**config.mk**
```make
export PLATFORM = sky130hd
export DESIGN_NAME = synaptic_current_integrator_flat
export DESIGN_NICKNAME = d
export VERILOG_FILES = /design/src/rtl/synaptic_current_integrator_if.sv /design/src/rtl/synaptic_current_integrator.sv /design/src/flat_wrapper.sv
export SDC_FILE = /design/constraint.sdc
export NUM_CORES = 1
export LEC_CHECK = 0
export BUFFER_PORTS_ARGS = -buffer_cell sky130_fd_sc_hd__buf_2
export CORE_MARGIN = 3
export CORE_UTILIZATION = 39
export CTS_CLUSTER_SIZE = 16
export DETAILED_ROUTE_END_ITERATION = 10
export SETUP_SLACK_MARGIN = 0.05
export SLEW_MARGIN = 10
export SYNTH_ARGS = -nofsm -noshare
export SYNTH_HDL_FRONTEND = slang
export SYNTH_SLANG_ARGS = --single-unit
```
**constraint.sdc**
```tcl
create_clock -name clk -period 18.42 [get_ports clk]
set_input_delay 2.763 -clock clk [delete_from_list [all_inputs] [get_ports clk]]
set_output_delay 2.763 -clock clk [all_outputs]
set_load 0.02 [all_outputs]
```
**src/rtl/synaptic_current_integrator_if.sv**
```systemverilog
// Spike, weight-config and current-output signals of the synaptic integrator.
// The master modport drives stimulus and config; the slave modport is the integrator.
interface synaptic_current_integrator_if #(
    parameter int N_INPUTS = 4
);
    localparam int AW = (N_INPUTS > 1) ? $clog2(N_INPUTS) : 1;

    logic                  enable;
    logic [N_INPUTS-1:0]   spike_in;
    logic                  cfg_valid;
    logic                  cfg_ready;
    logic [AW-1:0]         cfg_addr;
    logic [7:0]            cfg_data;
    logic [7:0]            current_out;
    logic                  current_valid;

    modport master (
        output enable, spike_in, cfg_valid, cfg_addr, cfg_data,
        input  cfg_ready, current_out, current_valid
    );

    modport slave (
        input  enable, spike_in, cfg_valid, cfg_addr, cfg_data,
        output cfg_ready, current_out, current_valid
    );
endinterface

```
**src/rtl/synaptic_current_integrator.sv**
```systemverilog
// Spikes x signed weights into a leaky, saturating 8-bit synaptic current; SYN_EVENT_COUNT_EN adds event_count.
// Latency: step on cycle t updates current_out/current_valid at edge t+1.
// Backpressure: config writes stall (cfg_ready=0) while enable is high; spikes are never dropped.
module synaptic_current_integrator #(
    parameter int N_INPUTS  = 4,
    parameter int TAU_SHIFT = 3
) (
    input  logic                          clk,
    input  logic                          reset_n,
    synaptic_current_integrator_if.slave  bus
`ifdef SYN_EVENT_COUNT_EN
    ,
    output logic [15:0]                   event_count
`endif
);
    localparam int AW = (N_INPUTS > 1) ? $clog2(N_INPUTS) : 1;
    // One bit wider than the nominal 11 so an all-weights full-scale sum at N=8 cannot wrap before clamping.
    localparam int SW = 12;

    logic signed [7:0]    weight_q [N_INPUTS];
    logic [N_INPUTS-1:0]  pending_q, pending_d;
    logic [N_INPUTS-1:0]  eff;
    logic signed [7:0]    i_q, i_d;
    logic                 valid_q, valid_d;
    logic signed [SW-1:0] i_ext, leak, sum;
    logic                 cfg_wr;

    assign bus.cfg_ready     = ~bus.enable;
    assign bus.current_out   = i_q;
    assign bus.current_valid = valid_q;
    assign cfg_wr            = bus.cfg_valid & ~bus.enable;

    always_comb begin
        eff       = pending_q | bus.spike_in;
        pending_d = bus.enable ? '0 : eff;
        valid_d   = bus.enable;
        i_ext     = {{(SW-8){i_q[7]}}, i_q};
        // Arithmetic shift floors, so small negative currents decay all the way to zero.
        leak      = i_ext - (i_ext >>> TAU_SHIFT);
        sum       = leak;
        for (int i = 0; i < N_INPUTS; i++) begin
            if (eff[i]) begin
                sum = sum + {{(SW-8){weight_q[i][7]}}, weight_q[i]};
            end
        end
        i_d = i_q;
        if (bus.enable) begin
            if (sum > SW'(127)) begin
                i_d = 8'sd127;
            end else if (sum < -SW'(128)) begin
                i_d = -8'sd128;
            end else begin
                i_d = sum[7:0];
            end
        end
    end

    always_ff @(posedge clk or negedge reset_n) begin
        if (!reset_n) begin
            for (int i = 0; i < N_INPUTS; i++) begin
                weight_q[i] <= '0;
            end
            pending_q <= '0;
            i_q       <= '0;
            valid_q   <= 1'b0;
        end else begin
            for (int i = 0; i < N_INPUTS; i++) begin
                if (cfg_wr && bus.cfg_addr == AW'(i)) begin
                    weight_q[i] <= bus.cfg_data;
                end
            end
            pending_q <= pending_d;
            i_q       <= i_d;
            valid_q   <= valid_d;
        end
    end

`ifdef SYN_EVENT_COUNT_EN
    logic [15:0] event_cnt_q, event_cnt_d;
    logic [4:0]  pop;
    logic [16:0] cnt_sum;

    always_comb begin
        pop = '0;
        for (int i = 0; i < N_INPUTS; i++) begin
            pop = pop + {4'd0, eff[i]};
        end
        cnt_sum     = {1'b0, event_cnt_q} + {12'd0, pop};
        event_cnt_d = event_cnt_q;
        if (bus.enable) begin
            event_cnt_d = cnt_sum[16] ? 16'hFFFF : cnt_sum[15:0];
        end
    end

    always_ff @(posedge clk or negedge reset_n) begin
        if (!reset_n) begin
            event_cnt_q <= '0;
        end else begin
            event_cnt_q <= event_cnt_d;
        end
    end

    assign event_count = event_cnt_q;
`endif
endmodule
```
**src/flat_wrapper.sv**
```systemverilog
// flat-port wrapper written by rule: the top's interface ports become plain ports
module synaptic_current_integrator_flat 
#(
    parameter int N_INPUTS  = 4,
    parameter int TAU_SHIFT = 3
)
  (clk, reset_n, bus_enable, bus_spike_in, bus_cfg_valid, bus_cfg_addr, bus_cfg_data, bus_cfg_ready, bus_current_out, bus_current_valid);
  synaptic_current_integrator_if #(.N_INPUTS(N_INPUTS)) bus_i ();
  input  logic clk;
  input  logic reset_n;
  input wire logic [$bits(bus_i.enable)-1:0] bus_enable;
  input wire logic [$bits(bus_i.spike_in)-1:0] bus_spike_in;
  input wire logic [$bits(bus_i.cfg_valid)-1:0] bus_cfg_valid;
  input wire logic [$bits(bus_i.cfg_addr)-1:0] bus_cfg_addr;
  input wire logic [$bits(bus_i.cfg_data)-1:0] bus_cfg_data;
  output wire logic [$bits(bus_i.cfg_ready)-1:0] bus_cfg_ready;
  output wire logic [$bits(bus_i.current_out)-1:0] bus_current_out;
  output wire logic [$bits(bus_i.current_valid)-1:0] bus_current_valid;
  assign bus_i.enable = bus_enable;
  assign bus_i.spike_in = bus_spike_in;
  assign bus_i.cfg_valid = bus_cfg_valid;
  assign bus_i.cfg_addr = bus_cfg_addr;
  assign bus_i.cfg_data = bus_cfg_data;
  assign bus_cfg_ready = bus_i.cfg_ready;
  assign bus_current_out = bus_i.current_out;
  assign bus_current_valid = bus_i.current_valid;
  synaptic_current_integrator #(.N_INPUTS(N_INPUTS), .TAU_SHIFT(TAU_SHIFT)) u_core (.clk(clk), .reset_n(reset_n), .bus(bus_i));
endmodule
```
**Word-level counts from Yosys, hierarchy flattened**

Cells that the tools add are included.

- Register bits: 45
- Bits of input ports: 18

- Add/sub/neg operators: 5
- $lt $le $gt $ge: 2
- Eq/ne operators: 3
- Muxes and demuxes: 7
- Bitwise logic cells: 3
- Reduce and logical (&&, ||, !) cells: 5

Operators with widths:

| operator | number |
|---|---|
| adder 12 bit | 4 |
| two-way mux 12 bit | 4 |
| two-way mux 8 bit | 2 |
| greater-than comparator 12 x 8 -> 1 bit (second input constant) | 1 |
| < comparator 12 x 8 -> 1 bit (second input constant) | 1 |
| subtractor 8 x 5 -> 9 bit | 1 |
| == test 2 bit (second input constant) | 2 |
| logical AND 1 bit | 4 |
| two-way mux 4 bit | 1 |
| bitwise OR 4 bit | 1 |
| == test 2 x 1 -> 1 bit (second input constant) | 1 |
| zero test 2 bit | 1 |
| bitwise AND 1 bit | 1 |
| NOT 1 bit | 1 |

**Longest topological paths before layout**

Gate-level depths: netlist of run 1.

- Word-level depth: 12
- Mapped depth: 36
- Mapped depth without buffers: 36

**Least setup slack after synthesis of run 1**

OpenSTA, ideal clock, no wires.

- Path kind: input -> register
- Start: input bus_spike_in[0]
- End: register u_core.i_q[2] (netlist: u_core.bus.current_out[2])
- Data arrival time: 7.982 ns
- Setup slack: 10.302 ns
- Cell stages on the path: 26
- Path buffers: 0
- Path through: nor2_1 > mux2i_1 > inv_1 > ha_1 > a211o_1 > a2111oi_4 > nor2_1 > o311ai_1 > o31ai_2 > ha_1 > or3_1 > nor3_1 > nor3_1 > xor2_1 > mux2i_1 > inv_1 > ha_1 > nor2_1 > nor2_1 > a31oi_1 > o21ai_0 > xnor2_1 > nor2_1 > xnor3_2 > a31oi_4 > o32ai_1

- Cells in the longest elaborated chain, start to end: 11
- Elaborated cells between the ends (all ways): 12
- Those cells by class: add/sub: 3; order compare: 2; mux: 6; bitwise: 1

RTL lines:

| item | RTL line | text |
|---|---|---|
| start, declared | flat_wrapper.sv:12 | `input wire logic [$bits(bus_i.spike_in)-1:0] bus_spike_in;` |
| bitwise OR 4 bit * | synaptic_current_integrator.sv:34 | `eff = pending_q \| bus.spike_in;` |
| two-way mux 12 bit * | synaptic_current_integrator.sv:42 | `if (eff[i]) begin` |
| adder 12 bit | synaptic_current_integrator.sv:43 | `sum = sum + {{(SW-8){weight_q[i][7]}}, weight_q[i]};` |
| two-way mux 12 bit * | synaptic_current_integrator.sv:42 |  |
| adder 12 bit | synaptic_current_integrator.sv:43 |  |
| two-way mux 12 bit * | synaptic_current_integrator.sv:42 |  |
| adder 12 bit | synaptic_current_integrator.sv:43 |  |
| two-way mux 12 bit * | synaptic_current_integrator.sv:42 |  |
| < comparator 12 x 8 -> 1 bit | synaptic_current_integrator.sv:50 | `end else if (sum < -SW'(128)) begin` |
| two-way mux 8 bit | synaptic_current_integrator.sv:50 |  |
| two-way mux 8 bit * | synaptic_current_integrator.sv:48 | `if (sum > SW'(127)) begin` |
| end signal, assigned | synaptic_current_integrator.sv:73 | `i_q <= i_d;` |
| end, declared | synaptic_current_integrator.sv:23 | `logic signed [7:0] i_q, i_d;` |

Mark *: on every way between the ends. The rest lies on a longest branch, timed or not.
A chain may end at the register's enable or synchronous reset.

**Worst setup path in the final report of run 1**

- Start: input bus_spike_in[0]
- End: register u_core.i_q[1] (netlist: u_core.bus.current_out[1])

Same word-level chain as after synthesis.

==> results.json, run 1 <==
{
  "die_h_um": 114.0,
  "wl_per_cell_um": 17.83,
  "grt_first_pass_wirelength_um": 19240,
  "hold_violations": 0,
  "busiest_layer": "met2",
  "cts_root_buffer": "clkbuf_16",
  "run_status": "completed",
  "cts_resized": 0,
  "rsz0062_at_grt": "false",
  "fillers": 1125,
  "netlist.area_leader.share_pct": 24.77,
  "synthCells": 506,
  "yosysSeqAreaShare_pct": 24.77,
  "clock_latency_ns": 0.29,
  "ys_warn_count": 0,
  "fp-row-count": 38,
  "overflow": 0,
  "drc_errors": 0,
  "ys_ff_latch": 45,
  "post-place-cells": 666,
  "post-cts-setup-buffers": 0,
  "grt_use_met2_pct": 30.29,
  "r2r_slack_ns": 10.67,
  "layout-drive-gt1-share_pct": 18.16,
  "synth_largest_area_cell": "dfrtp_1",
  "r2r-start": "u_core.bus.current_out[3]$_DFFE_PN0P_",
  "cts_buffers": 5,
  "cp_slowest_cell": "nor4_4",
  "fmaxAchievable_mhz": 116.1,
  "slew_viol_final": 0,
  "grt_start_max_net_pins": 46,
  "syn_to_final_growth_pct": 10.32,
  "maxCapViolCount": 0,
  "synthTopCellsByArea": "dfrtp_1, ha_1, mux2_2",
  "slew_headroom_pct": 29.54,
  "clkSinkCount": 45,
  "synth_edf_count": 0,
  "vias": 3972,
  "place_hpwl_um": 9736,
  "die_width_um": 114.0,
  "initial_core_util_pct": 40.87,
  "crit_type": "input port to flip-flop",
  "hp-class": "flip-flop to flip-flop",
  "drtAntennaViolNets": 0,
  "antenna_found_initial": 0,
  "ff2ff_path_depth": 30,
  "hold_path_startpoint": "u_core.weight_q[21]$_DFFE_PN0P_",
  "wl_um": 12020,
  "dr.first_iter.drc_count": 241,
  "syn-num-nets": 578,
  "met3_usage_pct": 2.281,
  "syn_area_per_cell_um2": 8.986,
  "grt_pass1_vias": 3803,
  "ios": 28,
  "cp-start-kind": "input port",
  "routed_via_density": 5.893,
  "dieArea_um2": 12990,
  "skew_ns": 0.008996,
  "timing.final.crit_share_pct": 46.77,
  "port_buffers": 27,
  "reg2reg_to": "u_core.bus.current_out[1]$_DFFE_PN0P_",
  "firstDrtPassIters": 5,
  "fin_crit_ns": 8.614,
  "clk_pin_slew_ns": 0.06,
  "core_area_um2": 11130,
  "cp.required_ns": 18.57,
  "tns_ns": 0,
  "setup_viol": 0,
  "slowest_delay_ns": 0.47,
  "tightest_slew_ns": 1.057,
  "cp.arrival_ns": 8.77,
  "clock_path_buffers": 2,
  "synthArstFlopShare_pct": 100.0,
  "ctsHoldBuffers": 0,
  "setup.worst_path.end": "u_core.bus.current_out[1]$_DFFE_PN0P_",
  "cts_tree": "done",
  "final_nets": 605,
  "synth_area_um2": 4547,
  "cp-startpoint": "bus_spike_in[0]",
  "ys.flop_type": "dfrtp_1",
  "grt_util_met1_pct": 25.75,
  "fin_cells": 674,
  "grt_usage_pct": 18.68,
  "gp_congestion": 0.8692,
  "synthDistinctLibCells": 71,
  "path_max_fanout": 11,
  "diodes": 0,
  "cp-end-kind": "flip-flop",
  "htree_levels": 2
}
-- critical path: cells and delay by family --
kind | cells | cell delay (ns)
AO/OA/AOI/OAI | 10 | 1.68
XOR/XNOR | 2 | 0.30
adder cells (fa/ha/maj) | 4 | 1.25
multiplexers | 1 | 0.31
buffers and inverters | 4 | 0.36
AND/OR/NAND/NOR | 8 | 2.11
-- worst min-delay path by stage --
stage | to | slack [ns] | cells past startpoint
finish | u_core.weight_q[21]$_DFFE_PN0P_ | 0.52 | 1
global route | u_core.weight_q[16]$_DFFE_PN0P_ | 0.54 | 1
CTS | u_core.weight_q[3]$_DFFE_PN0P_ | 0.52 | 1
detailed placement | u_core.weight_q[3]$_DFFE_PN0P_ | 0.50 | 1
global placement | u_core.weight_q[3]$_DFFE_PN0P_ | 0.50 | 1
floorplan | u_core.weight_q[0]$_DFFE_PN0P_ | 0.49 | 1
-- per-stage QoR --
stage	instance area, um2	hold WS (ns)	utilization [%]	setup WS [ns]
4_1_cts	5016	0.5172	45.09	9.886
6_report	5016	0.5157	45.09	9.806
5_1_grt	5016	0.5361	45.09	9.314
2_1_floorplan	4547	0.4862	-	10.30
3_3_place_gp	4848	0.4991	43.58	9.754
3_5_place_dp	4848	0.5016	43.58	9.592
-- layout make-up --
class                   instances  area, um2  share of cell area, %
multi-input cells             420       3273                  65.25
clock inverters                 2      38.79                 0.7733
well taps                     140      175.2                  3.492
flip-flops and latches         45       1126                  22.45
inverters                      31      116.4                  2.320
clock buffers                   6      128.9                  2.569
repair buffers                 30      157.7                  3.143
-- state kept, by name (all words and copies together) (netlist names) --
signal	flops
u_core.bus.current_valid	1
u_core.bus.current_out	8
u_core.pending_q	4
u_core.weight_q	32
-- per-layer routing --
metal | vias up | routed length (um)
met5 | - | 0
li1 | 1950 | -
met3 | 20 | 551
met2 | 104 | 5522
met1 | 1898 | 5641
met4 | 0 | 304
-- logic make-up after synthesis --
kind of cell               after synthesis  share of synthesized area (%)
buffers and inverters                   41                          3.385
muxes                                   43                          10.62
adders and majority gates               54                          15.69
xor gates and xnor gates                27                          5.531
DFF                                     45                          24.77
and+or+nand+nor                        149                          16.51
AOI/OAI and AO/OA                      147                          23.50
-- synth_stat cells, types with 3 or more instances --
cell	n
ha_1	49
nor2_1	46
dfrtp_1	45
mux2_2	38
inv_1	31
nand2_1	30
a21oi_1	28
o21ai_0	20
xnor2_1	18
nor3_1	17
a21o_1	15
a31oi_1	10
nand3_1	10
clkbuf_1	9
a211oi_1	8
o31ai_1	8
xor2_1	8
nand2b_1	7
o32ai_1	7
nor2b_1	6
o21ai_1	6
or2_2	6
fa_1	5
o21a_1	5
a211o_1	4
and2_1	4
and3_1	4
mux2i_1	4
o2111ai_1	4
o211ai_1	4
or2_1	4
or3_1	3
-- layout by cell type, fill, tap and decap left out, drive strengths merged, types with 3 or more instances in the layout --
master   synthesis  final
ha              49     49
nor2            48     48
dfrtp           45     45
mux2            39     39
inv             31     31
nand2           30     30
buf              1     30
a21oi           28     28
o21ai           27     27
xnor2           18     18
nor3            17     17
a21o            15     15
a31oi           11     11
nand3           10     10
or2             10     10
o31ai            9      9
xor2             8      8
a211oi           8      8
nand2b           7      7
o32ai            7      7
nor2b            6      6
clkbuf           9      6
o21a             5      5
fa               5      5
o211ai           5      5
and2             4      4
o2111ai          4      4
and3             4      4
mux2i            4      4
a211o            4      4
or3              3      3
Power of run 1 is not shown: default switching activity piles up to over one toggle a cycle in this logic, so the estimate is an artifact.
==> run 2: changes to the inputs <==
==> constraint.sdc (replaced) <==
create_clock -name clk -period 8.8 [get_ports clk]
set_input_delay 1.32 -clock clk [delete_from_list [all_inputs] [get_ports clk]]
set_output_delay 1.32 -clock clk [all_outputs]
set_load 0.02 [all_outputs]
==> run 2 against run 1 <==
Routed wire length decreased by 0.91%. Critical path depth increased by 5. Non-clock buffer count decreased by 1. Via count decreased by 1.2%. Setup slack got worse by 8.9 ns. Global-route usage increased by 0.17 points. Flip-flop and latch count unchanged. Core utilization about the same. Final area about the same. Worst hold slack got worse by 0.00067 ns. Sequential share of layout area about the same.
==> results.json, run 2 (synthesis gave the netlist of run 1 again) <==
{
  "run_status": "completed",
  "dr.first_iter.drc_count": 179,
  "drc_errors": 0,
  "fin_crit_ns": 7.867,
  "die_width_um": 114.0,
  "rsz0062_at_grt": "false",
  "vias": 3923,
  "crit_type": "flip-flop to flip-flop",
  "wl_um": 11910,
  "slowest_delay_ns": 0.42,
  "cts_buffers": 5,
  "tightest_slew_ns": 1.112,
  "tns_ns": 0,
  "cp-start-kind": "flip-flop",
  "slew_viol_final": 0,
  "largest_reg_flops": 32,
  "slew_headroom_pct": 25.64,
  "path_max_fanout": 7,
  "overflow": 0,
  "timing.final.crit_share_pct": 89.40,
  "fmaxAchievable_mhz": 127.1,
  "grt_usage_pct": 18.85,
  "skew_ns": 0.01152,
  "diodes": 0,
  "dieArea_um2": 12990,
  "post-cts-setup-buffers": 0,
  "hold_violations": 0,
  "cp-end-kind": "flip-flop",
  "cts_tree": "done",
  "htree_levels": 2,
  "gp_congestion": 0.8896,
  "port_buffers": 27,
  "r2r-start": "u_core.bus.current_out[0]$_DFFE_PN0P_",
  "cts_root_buffer": "clkbuf_16",
  "grt_first_pass_wirelength_um": 19470,
  "wl_per_cell_um": 17.70,
  "grt_pass1_vias": 3933,
  "antenna_found_initial": 0,
  "fp-row-count": 38,
  "ctsHoldBuffers": 0,
  "routed_via_density": 5.829,
  "pre_cts_ws_ns": 0.9512,
  "grt_start_max_net_pins": 46,
  "drtAntennaViolNets": 0,
  "hold_path_startpoint": "u_core.weight_q[6]$_DFFE_PN0P_",
  "clkSinkCount": 45,
  "syn_to_final_growth_pct": 10.26,
  "cts_resized": 0,
  "firstDrtPassIters": 5,
  "layout_commonest_cell": "ha_1",
  "layout_common_cells": "ha_1, nor2_1, dfrtp_1, mux2_2, inv_1",
  "setup_viol": 0,
  "cp.arrival_ns": 8.03,
  "die_h_um": 114.0,
  "clock_path_buffers": 2,
  "hold-worst-slack_ns": 0.5150,
  "layout-drive-gt1-share_pct": 18.20,
  "setup_ws_ns": 0.9332,
  "cp.required_ns": 8.96,
  "clk_pin_slew_ns": 0.07,
  "clock_latency_ns": 0.29,
  "cp_slowest_cell": "fa_1",
  "finalCoreUtilization_pct": 45.06,
  "largest_register": "u_core.weight_q",
  "maxCapViolCount": 0,
  "ios": 28,
  "cp-startpoint": "u_core.bus.current_out[0]$_DFFE_PN0P_",
  "core_area_um2": 11130,
  "place_hpwl_um": 9622,
  "initial_core_util_pct": 40.87,
  "final_nets": 604,
  "hp-class": "flip-flop to flip-flop"
}
run 2: cell count changes in the layout (fill, tap and decap cells not counted), sizes merged:
| cell | change |
|---|---|
| inv | +2 |
| buf | -1 |
| clkbuf | -1 |
| clkinv | -1 |
run 2: through the flow:
stage	std cells	instance area, um2
after floorplan	506	4547
after global placement	665	4841
after detailed placement	665	4841
after CTS	673	5014
after global routing	673	5014
final	673	5014
run 2: final timing paths:
check | endpoint | slack [ns] | depth (start not counted)
max | u_core.bus.current_out[2]$_DFFE_PN0P_ | 0.93 | 34
min | u_core.weight_q[6]$_DFFE_PN0P_ | 0.52 | 1
max reg2reg | u_core.bus.current_out[2]$_DFFE_PN0P_ | 0.93 | 34
min reg2reg | u_core.weight_q[6]$_DFFE_PN0P_ | 0.52 | 1
max in group asynchronous | u_core.weight_q[17]$_DFFE_PN0P_ | 6.92 | 1
min in group asynchronous | u_core.pending_q[3]$_DFF_PN0_ | 1.22 | 1
run 2: critical path: cells and delay by family, from the launching register on:
family | cells | cell delay (ns)
AOI/OAI and AO/OA | 11 | 2.62
adders and majority gates | 6 | 1.76
and+or+nand+nor | 9 | 1.61
xor gates and xnor gates | 4 | 0.82
DFF | 1 | 0.41
muxes | 1 | 0.30
buffers and inverters | 3 | 0.20
run 2: cell type report:
| type | instances | area, um2 |
|---|---|---|
| Fill cell | 1084 | 6112 |
| Multi-Input combinational cell | 420 | 3273 |
| Sequential cell | 45 | 1126 |
| Tap cell | 140 | 175.2 |
| Timing Repair Buffer | 29 | 150.1 |
| Clock buffer | 5 | 125.1 |
| Inverter | 31 | 116.4 |
| Clock inverter | 3 | 47.55 |
run 2: layer usage:
layer,wire length [um],part of all wire (%),vias up,track usage [%]
li1,-,-,1952,-
met1,5585,47,1869,25.31
met2,5624,47,83,32.01
met3,443,3.7,19,2.122
met4,257,2.2,0,5.463
met5,0,0,-,0
Power of run 2 is left out for the same reason.
